## src/rtl/hqc_rmdecod_peaksched_if.sv

```systemverilog
// Find-peaks sequencer bundle: run control, transform-buffer
// read side, find-peaks datapath link and output-buffer writes.
interface hqc_rmdecod_peaksched_if #(
    parameter int CNT_W = 7
);
    logic             start_i;
    logic             busy_o;
    logic             done_o;
    logic             err_o;
    logic             wht_ready_i;
    logic             wht_ack_o;
    logic             wht_rd_en_o;
    logic [5:0]       wht_rd_addr_o;
    logic             fp_start_o;
    logic             fp_din_valid_o;
    logic [7:0]       fp_dout_i;
    logic             fp_dout_valid_i;
    logic             out_we_o;
    logic [CNT_W-1:0] out_addr_o;
    logic [7:0]       out_data_o;

    modport master (
        output start_i,
        output wht_ready_i,
        output fp_dout_i,
        output fp_dout_valid_i,
        input  busy_o,
        input  done_o,
        input  err_o,
        input  wht_ack_o,
        input  wht_rd_en_o,
        input  wht_rd_addr_o,
        input  fp_start_o,
        input  fp_din_valid_o,
        input  out_we_o,
        input  out_addr_o,
        input  out_data_o
    );

    modport slave (
        input  start_i,
        input  wht_ready_i,
        input  fp_dout_i,
        input  fp_dout_valid_i,
        output busy_o,
        output done_o,
        output err_o,
        output wht_ack_o,
        output wht_rd_en_o,
        output wht_rd_addr_o,
        output fp_start_o,
        output fp_din_valid_o,
        output out_we_o,
        output out_addr_o,
        output out_data_o
    );
endinterface

```

## src/rtl/hqc_rmdecod_peaksched.sv

```systemverilog
// RM-decode find-peaks sequencer: streams N1 transformed codewords
// into find-peaks and collects one decoded byte per codeword.
module hqc_rmdecod_peaksched #(
    parameter int PARAM_SECURITY = 128,
    parameter int N1 = (PARAM_SECURITY == 256) ? 90 :
                       (PARAM_SECURITY == 192) ? 56 : 46,
    parameter int CNT_W = 7
) (
    input logic clk_i,
    input logic rst_ni,
    hqc_rmdecod_peaksched_if.slave bus
);

    localparam logic [CNT_W-1:0] N1_C = CNT_W'(N1);
    localparam logic [CNT_W-1:0] ONE  = CNT_W'(1);

    typedef enum logic [1:0] {
        IDLE,
        WAIT,
        STREAM,
        DRAIN
    } state_t;

    state_t           state_q;
    state_t           state_d;
    logic [5:0]       addr_q;
    logic [CNT_W-1:0] cw_q;
    logic [CNT_W-1:0] res_q;
    logic             err_q;
    logic             dv_q;
    logic             we_q;
    logic [CNT_W-1:0] oaddr_q;
    logic [7:0]       odata_q;
    logic             go;
    logic             last;
    logic             bad;
    logic             accept;
    logic             done;

    assign go     = (state_q == IDLE) && bus.start_i;
    assign last   = (state_q == STREAM) && (addr_q == 6'd63);
    assign bad    = bus.fp_dout_valid_i &&
                    ((state_q == IDLE) || (res_q >= cw_q));
    assign accept = bus.fp_dout_valid_i && !bad;

    always_comb begin
        state_d = state_q;
        done    = 1'b0;
        unique case (state_q)
            IDLE: begin
                if (bus.start_i) state_d = WAIT;
            end
            WAIT: begin
                if (bus.wht_ready_i) state_d = STREAM;
            end
            STREAM: begin
                if (last)
                    state_d = (cw_q + ONE < N1_C) ? WAIT : DRAIN;
            end
            DRAIN: begin
                // wait for the last byte to leave the write register
                if (res_q == N1_C && !we_q) begin
                    done    = 1'b1;
                    state_d = IDLE;
                end
            end
        endcase
    end

    always_ff @(posedge clk_i or negedge rst_ni) begin
        if (!rst_ni) begin
            state_q <= IDLE;
            addr_q  <= '0;
            cw_q    <= '0;
            res_q   <= '0;
            err_q   <= 1'b0;
            dv_q    <= 1'b0;
            we_q    <= 1'b0;
            oaddr_q <= '0;
            odata_q <= '0;
        end else begin
            state_q <= state_d;
            // 64 increments per STREAM wrap back to 0
            if (state_q == STREAM) addr_q <= addr_q + 6'd1;
            if (go)        cw_q <= '0;
            else if (last) cw_q <= cw_q + ONE;
            if (go)          res_q <= '0;
            else if (accept) res_q <= res_q + ONE;
            if (bad)     err_q <= 1'b1;
            else if (go) err_q <= 1'b0;
            dv_q <= (state_q == STREAM);
            we_q <= accept;
            if (accept) begin
                oaddr_q <= res_q;
                odata_q <= bus.fp_dout_i;
            end
        end
    end

    assign bus.busy_o         = (state_q != IDLE);
    assign bus.done_o         = done;
    assign bus.err_o          = err_q;
    assign bus.wht_ack_o      = last;
    assign bus.wht_rd_en_o    = (state_q == STREAM);
    assign bus.wht_rd_addr_o  = addr_q;
    assign bus.fp_start_o     = (state_q == STREAM) && (addr_q == 6'd0);
    assign bus.fp_din_valid_o = dv_q;
    assign bus.out_we_o       = we_q;
    assign bus.out_addr_o     = oaddr_q;
    assign bus.out_data_o     = odata_q;

endmodule

```

## src/flat_wrapper.sv

```systemverilog
// flat-port wrapper written by rule: the top's interface ports become plain ports
module hqc_rmdecod_peaksched_flat 
#(
    parameter int PARAM_SECURITY = 128,
    parameter int N1 = (PARAM_SECURITY == 256) ? 90 :
                       (PARAM_SECURITY == 192) ? 56 : 46,
    parameter int CNT_W = 7
)
  (clk_i, rst_ni, bus_start_i, bus_wht_ready_i, bus_fp_dout_i, bus_fp_dout_valid_i, bus_busy_o, bus_done_o, bus_err_o, bus_wht_ack_o, bus_wht_rd_en_o, bus_wht_rd_addr_o, bus_fp_start_o, bus_fp_din_valid_o, bus_out_we_o, bus_out_addr_o, bus_out_data_o);
  hqc_rmdecod_peaksched_if #(.CNT_W(CNT_W)) bus_i ();
  input logic clk_i;
  input logic rst_ni;
  input wire logic [$bits(bus_i.start_i)-1:0] bus_start_i;
  input wire logic [$bits(bus_i.wht_ready_i)-1:0] bus_wht_ready_i;
  input wire logic [$bits(bus_i.fp_dout_i)-1:0] bus_fp_dout_i;
  input wire logic [$bits(bus_i.fp_dout_valid_i)-1:0] bus_fp_dout_valid_i;
  output wire logic [$bits(bus_i.busy_o)-1:0] bus_busy_o;
  output wire logic [$bits(bus_i.done_o)-1:0] bus_done_o;
  output wire logic [$bits(bus_i.err_o)-1:0] bus_err_o;
  output wire logic [$bits(bus_i.wht_ack_o)-1:0] bus_wht_ack_o;
  output wire logic [$bits(bus_i.wht_rd_en_o)-1:0] bus_wht_rd_en_o;
  output wire logic [$bits(bus_i.wht_rd_addr_o)-1:0] bus_wht_rd_addr_o;
  output wire logic [$bits(bus_i.fp_start_o)-1:0] bus_fp_start_o;
  output wire logic [$bits(bus_i.fp_din_valid_o)-1:0] bus_fp_din_valid_o;
  output wire logic [$bits(bus_i.out_we_o)-1:0] bus_out_we_o;
  output wire logic [$bits(bus_i.out_addr_o)-1:0] bus_out_addr_o;
  output wire logic [$bits(bus_i.out_data_o)-1:0] bus_out_data_o;
  assign bus_i.start_i = bus_start_i;
  assign bus_i.wht_ready_i = bus_wht_ready_i;
  assign bus_i.fp_dout_i = bus_fp_dout_i;
  assign bus_i.fp_dout_valid_i = bus_fp_dout_valid_i;
  assign bus_busy_o = bus_i.busy_o;
  assign bus_done_o = bus_i.done_o;
  assign bus_err_o = bus_i.err_o;
  assign bus_wht_ack_o = bus_i.wht_ack_o;
  assign bus_wht_rd_en_o = bus_i.wht_rd_en_o;
  assign bus_wht_rd_addr_o = bus_i.wht_rd_addr_o;
  assign bus_fp_start_o = bus_i.fp_start_o;
  assign bus_fp_din_valid_o = bus_i.fp_din_valid_o;
  assign bus_out_we_o = bus_i.out_we_o;
  assign bus_out_addr_o = bus_i.out_addr_o;
  assign bus_out_data_o = bus_i.out_data_o;
  hqc_rmdecod_peaksched #(.PARAM_SECURITY(PARAM_SECURITY), .N1(N1), .CNT_W(CNT_W)) u_core (.clk_i(clk_i), .rst_ni(rst_ni), .bus(bus_i));
endmodule
```

## config.mk

```make
export PLATFORM = sky130hd
export DESIGN_NAME = hqc_rmdecod_peaksched_flat
export DESIGN_NICKNAME = d
export VERILOG_FILES = /design/src/rtl/hqc_rmdecod_peaksched_if.sv /design/src/rtl/hqc_rmdecod_peaksched.sv /design/src/flat_wrapper.sv
export SDC_FILE = /design/constraint.sdc
export NUM_CORES = 1
export LEC_CHECK = 0
export CORE_MARGIN = 5
export CORE_UTILIZATION = 40
export CTS_CLUSTER_SIZE = 28
export DETAILED_ROUTE_END_ITERATION = 16
export HOLD_SLACK_MARGIN = 0.08
export SETUP_SLACK_MARGIN = 0.5
export SYNTH_ARGS = -nofsm -noshare
export SYNTH_HDL_FRONTEND = slang
export SYNTH_SLANG_ARGS = --single-unit
export TNS_END_PERCENT = 100
```

## constraint.sdc

```tcl
create_clock -name clk_i -period 2.7 [get_ports clk_i]
set_input_delay 0.27 -clock clk_i [delete_from_list [all_inputs] [get_ports clk_i]]
set_output_delay 0.27 -clock clk_i [all_outputs]
set_load 0.01 [all_outputs]
```

Word level (Yosys, flattened, before mapping)
Cells that the tools add are included.
Word-level totals
  logic and storage cells: 53
  input port bits: 13
  register bits: 40
  output and inout port bits: 29
Cells by class
  muxes and demuxes: 14
  equal/unequal tests: 9
  add/sub/neg operators: 3
  reductions and logical operators: 16
  order comparisons: 2
Operator list (number)
  $mux 7: 4
  $add 7x1->7 const B: 2
  $mux 2: 5
  $pmux 2 s4: 1
  $reduce_bool 2->1: 4
  $eq 7x6->1 const B: 1
  $ge 7x7->1: 1
  $lt 7x6->1 const B: 1
  $add 6x1->6 const B: 1
  $eq 6x6->1 const B: 1
  $logic_and 1x1->1: 6
  $logic_not 6->1: 1
  $ne 2x2->1 const B: 3
  $eq 2x2->1 const B: 2
  $mux 1: 4
  $reduce_and 4->1: 1
  $eq 2x1->1 const B: 1
  $logic_not 1->1: 2
  $logic_not 2->1: 1
  $ne 2x1->1 const B: 1
  $logic_or 1x1->1: 1

Logic depth before layout (Yosys ltp)
  word-level depth: 7
  gate-level depth with buffers: 8

Worst setup path before layout
No wires, ideal clock.
  path kind: flip-flop to flip-flop
  start: register u_core.res_q[0]
  end: register u_core.res_q[5]
  path buffers: 0
  arrival time: 1.920 ns
  setup slack: 0.653 ns
  data required time: 2.573 ns
  stages on the path, launching flop included: 8
  clock period less this slack: 2.047 ns
  cell sequence: dfrtp_1 inv_1 ha_1 nand2b_4 a211oi_4 o211ai_4 or4_4 mux2i_1
On the way
  longest elaborated chain between the ends: 6
Ends and longest elaborated chain
  from (decl): line hqc_rmdecod_peaksched.sv:28  | logic [CNT_W-1:0] res_q;
  from (signal assigned): line hqc_rmdecod_peaksched.sv:88  | else if (accept) res_q <= res_q + ONE;
  $ge 7x7->1: line hqc_rmdecod_peaksched.sv:43  | ((state_q == IDLE) || (res_q >= cw_q));
  $logic_or 1x1->1: line hqc_rmdecod_peaksched.sv:43
  $logic_and 1x1->1: line hqc_rmdecod_peaksched.sv:42  | assign bad = bus.fp_dout_valid_i &&
  $logic_not 1->1: line hqc_rmdecod_peaksched.sv:44  | assign accept = bus.fp_dout_valid_i && !bad;
  $logic_and 1x1->1: line hqc_rmdecod_peaksched.sv:44
  $reduce_bool 2->1 (no line)
Several ways; a longest one is shown, not always the timed one. The select of a mux whose other input is x is not followed.
A chain may end at the register's enable or synchronous reset.

Worst setup path in the final report
  start: register u_core.res_q[6]
  end: register u_core.state_q[0]
On the way
  longest elaborated chain between the ends: 4
Ends and longest elaborated chain
  $eq 7x6->1: line hqc_rmdecod_peaksched.sv:62  | if (res_q == N1_C && !we_q) begin
  $logic_and 1x1->1: line hqc_rmdecod_peaksched.sv:62
  $ne 2x1->1 (no line)
  $reduce_and 4->1 (no line)
  to (signal assigned): line hqc_rmdecod_peaksched.sv:82  | state_q <= state_d;
  to (decl): line hqc_rmdecod_peaksched.sv:24  | state_t state_q;
Every way passes these cells.

==> flow_summary.json <==
{
  "synthCells": 198,
  "setup_ws_ps": 515,
  "cellLeakagePower_nw": 1.30,
  "critical_path.most_common_cell": "buf_6",
  "h-tree-depth": 2,
  "clk_pin_slew_worst_paths_ps": 80,
  "firstDrtPassIters": 4,
  "die_x_um": 82.7,
  "power_density_nw_per_um2": 839,
  "slowest_stage": "dfrtp_2",
  "critPathBufInv": 9,
  "ios": 42,
  "p_seq_share_pct": 40.5,
  "maxCapViolations": 0,
  "rrSetupSlack_ps": 510,
  "power_frac_clock_pct": 15.5,
  "path_delay_family": "buffers and inverters",
  "synthDistinctLibCells": 47,
  "rows": 26,
  "worstMarginPinSlew_ps": 887,
  "yosys-top-cells-area": "dfrtp_1 (47%), mux2_2 (7.5%), ha_1 (7.1%), o21ai_0 (3.3%), nand2_1 (3.0%)",
  "critPathLaunchType": "flip-flop",
  "synth.avg_cell_area_um2": 10.7,
  "syn_nets": 223,
  "start_util_pct": 41.4,
  "overflow": 0,
  "synth-edff-count": 0,
  "hold_viol": 0,
  "maxSlewViolCount": 0,
  "setup_viol": 0,
  "fin_worst_skew_ps": 5.70,
  "nets": 286,
  "clock_sinks": 40,
  "yosys.area.top_type_share_pct": 47.3,
  "rsz0062_at_grt": "true",
  "cts_tree": "built",
  "reg2reg_to": "u_core.state_q[0]",
  "vias": 1688,
  "end_kind": "flip-flop",
  "dp_hpwl_mm": 3.25,
  "ir_drop_uv": 549,
  "status": "complete, no violations",
  "worstRegToRegCells": 13,
  "ant_nets": 0,
  "ys_ff_latch": 40,
  "wl_per_cell_um": 15.1,
  "die_area_um2": 6840,
  "p_switching_mw": 0.841,
  "slew_headroom_pct": 40.9,
  "antenna_cells": 0,
  "critPathMaxFanout": 3,
  "cpPeakStageDelay_ps": 440,
  "comb_power_share_pct": 44.0,
  "clock_latency_ps": 290,
  "internal_power_mw": 1.59,
  "cts_hold_buf": 0,
  "synthFlopType": "dfrtp_1",
  "cp.required_ps": 2870,
  "r2r-start": "u_core.res_q[6]",
  "arrival_ps": 2350,
  "fin_setup_tns_ps": 0,
  "fmax_ghz": 0.458,
  "gp_congestion": 0.783,
  "yosysSeqAreaShare_pct": 47.3,
  "cts_buffers": 5,
  "yosysTopAreaCell": "dfrtp_1",
  "cp_cell_sequence": "nor4bb_4 -> nand4b_1 -> buf_4 -> buf_6 -> buf_6 -> buf_6 -> buf_6 -> buf_6 -> buf_4 -> buf_6 -> buf_6 -> nand3_2 -> o211ai_1",
  "core_um2": 5110,
  "cts-root-buf": "clkbuf_8",
  "clk_path_buf_depth": 2,
  "grt_max_degree": 41,
  "drive_gt1_share_pct": 25.7,
  "port_buffers": 41,
  "crit_type": "flip-flop to flip-flop",
  "die_h_um": 82.7,
  "min_period_ps": 2190,
  "switching_share_pct": 34.6,
  "grt_pass1_vias": 1659,
  "yosysWarnings": 0,
  "ys_async_sr_fraction_pct": 100,
  "syn_to_final_growth_pct": 37.2,
  "dp_slack_ps": 479,
  "grt_use_total_pct": 15.7,
  "drc": 0,
  "total_power_mw": 2.43,
  "fin_crit_sh_pct": 80.9,
  "totalWireLength_mm": 4.99,
  "hold_class": "input pin to asynchronous set/reset pin",
  "synth_area_um2": 2110,
  "drt_iter0_markers": 77,
  "vias_per_cell": 5.10,
  "antenna_found_initial": 0,
  "grt_first_pass_wirelength_mm": 8.07
}
[layout by cell type, fill, tap and decap left out, drive strengths merged, types with 3 or more instances in the layout]
cell type      count
dfrtp             40
nor3               4
a21oi              7
ha                12
o211ai             3
inv               15
and3               3
clkbuf             5
o21ai             15
buf               21
nand2             19
xnor2              6
mux2i              4
nor2               6
nand3             12
clkdlybuf4s50     37
mux2              14
o31ai              3
nand4              3
[sequential cells by signal, indices dropped and copies added, names as in the netlist]
name	cells
u_core.state_q	2
u_core.bus.out_we_o	1
u_core.cw_q	7
u_core.bus.fp_din_valid_o	1
u_core.res_q	7
u_core.bus.wht_rd_addr_o	6
u_core.bus.out_data_o	8
u_core.bus.err_o	1
u_core.bus.out_addr_o	7
[area by class of cell]
| class | instances | area [um^2] |
|---|---|---|
| multi-input cells | 138 | 1080 |
| inverters | 15 | 56.3 |
| flip-flops and latches | 40 | 1010 |
| clock buffers | 5 | 68.8 |
| clock inverters | 2 | 12.5 |
| well taps | 70 | 87.6 |
| fillers | 457 | 2210 |
| repair buffers | 61 | 586 |
[worst register-to-register path, cell delays in order (launching register included)]
cell      delay, ps
dfrtp_2         440
nor4bb_4        290
nand4b_1        190
buf_4           180
buf_6           100
buf_6           100
buf_6           100
buf_6           100
buf_6           100
buf_4           120
buf_6           100
buf_6           100
nand3_2          60
o211ai_1         80
[logic make-up (layout without fill, tap and decap cells)]
kind of cell    Yosys count  after routing  synth area share, %
fa+ha+maj                13             13                 7.57
xor+xnor                  6              6                 2.49
mux                      18             18                 9.35
flops                    40             40                 47.3
buf+inv                  21             83                 4.14
simple gates             62             63                 16.2
compound gates           38             38                 12.9
[per-layer routing]
layer	part of all wire, %	vias up	track usage [%]
li1	-	831	-
met1	47	806	22.0
met5	0	-	0
met3	4.8	9	4.12
met2	46	42	24.0
met4	1.6	0	4.08
[timing repair]
item,4_1_cts,5_1_grt
setup endpoints to repair,18,18
gates resized for setup,10,18
setup buffers,15,3
pin swaps,2,6
cloned,0,1
[power groups by stage]
stage               Clock (mW)  Combinational, mW  Sequential, mW
floorplan                    0              0.465            1.01
global placement             0              0.969           0.992
detailed placement           0              0.977           0.987
CTS                      0.391               1.04           0.975
global route             0.411               1.16            1.02
finish                   0.377               1.07           0.986
[cell usage after synthesis (all sizes together) (2+ instances only)]
cell type / count
a21oi: 7
dfrtp: 40
a211o: 2
o211ai: 3
and4: 2
nand2b: 2
nor3: 4
and2: 2
mux2i: 4
a32o: 2
nand3: 12
nand2: 18
inv: 15
clkbuf: 3
or4: 2
xnor2: 6
nor2: 6
o31ai: 3
and3: 3
o21ai: 15
ha: 12
buf: 3
mux2: 14
nand4: 3
nor4: 2
[metrics by stage]
step	hold WS, ps	instances	utilization [%]	area (um^2)
after floorplan	-25.6	198	-	2110
after global placement	456	305	50.7	2590
after detailed placement	453	305	50.7	2590
after CTS	140	327	55.0	2810
after global routing	198	331	56.8	2900
final	109	331	56.8	2900
[worst max path at each step]
stage / start / end / slack (ps) / depth (start not counted)
CTS: u_core.res_q[6] / u_core.state_q[0] / 410 / 13
global placement: u_core.res_q[0] / u_core.bus.out_data_o[2] / 480 / 7
global route: u_core.res_q[6] / u_core.state_q[0] / 450 / 13
floorplan: u_core.res_q[0] / u_core.res_q[5] / 650 / 7
detailed placement: u_core.cw_q[3] / u_core.bus.out_addr_o[4] / 480 / 7
finish: u_core.res_q[6] / u_core.state_q[0] / 510 / 13
Power figures use the tool's default switching activity.
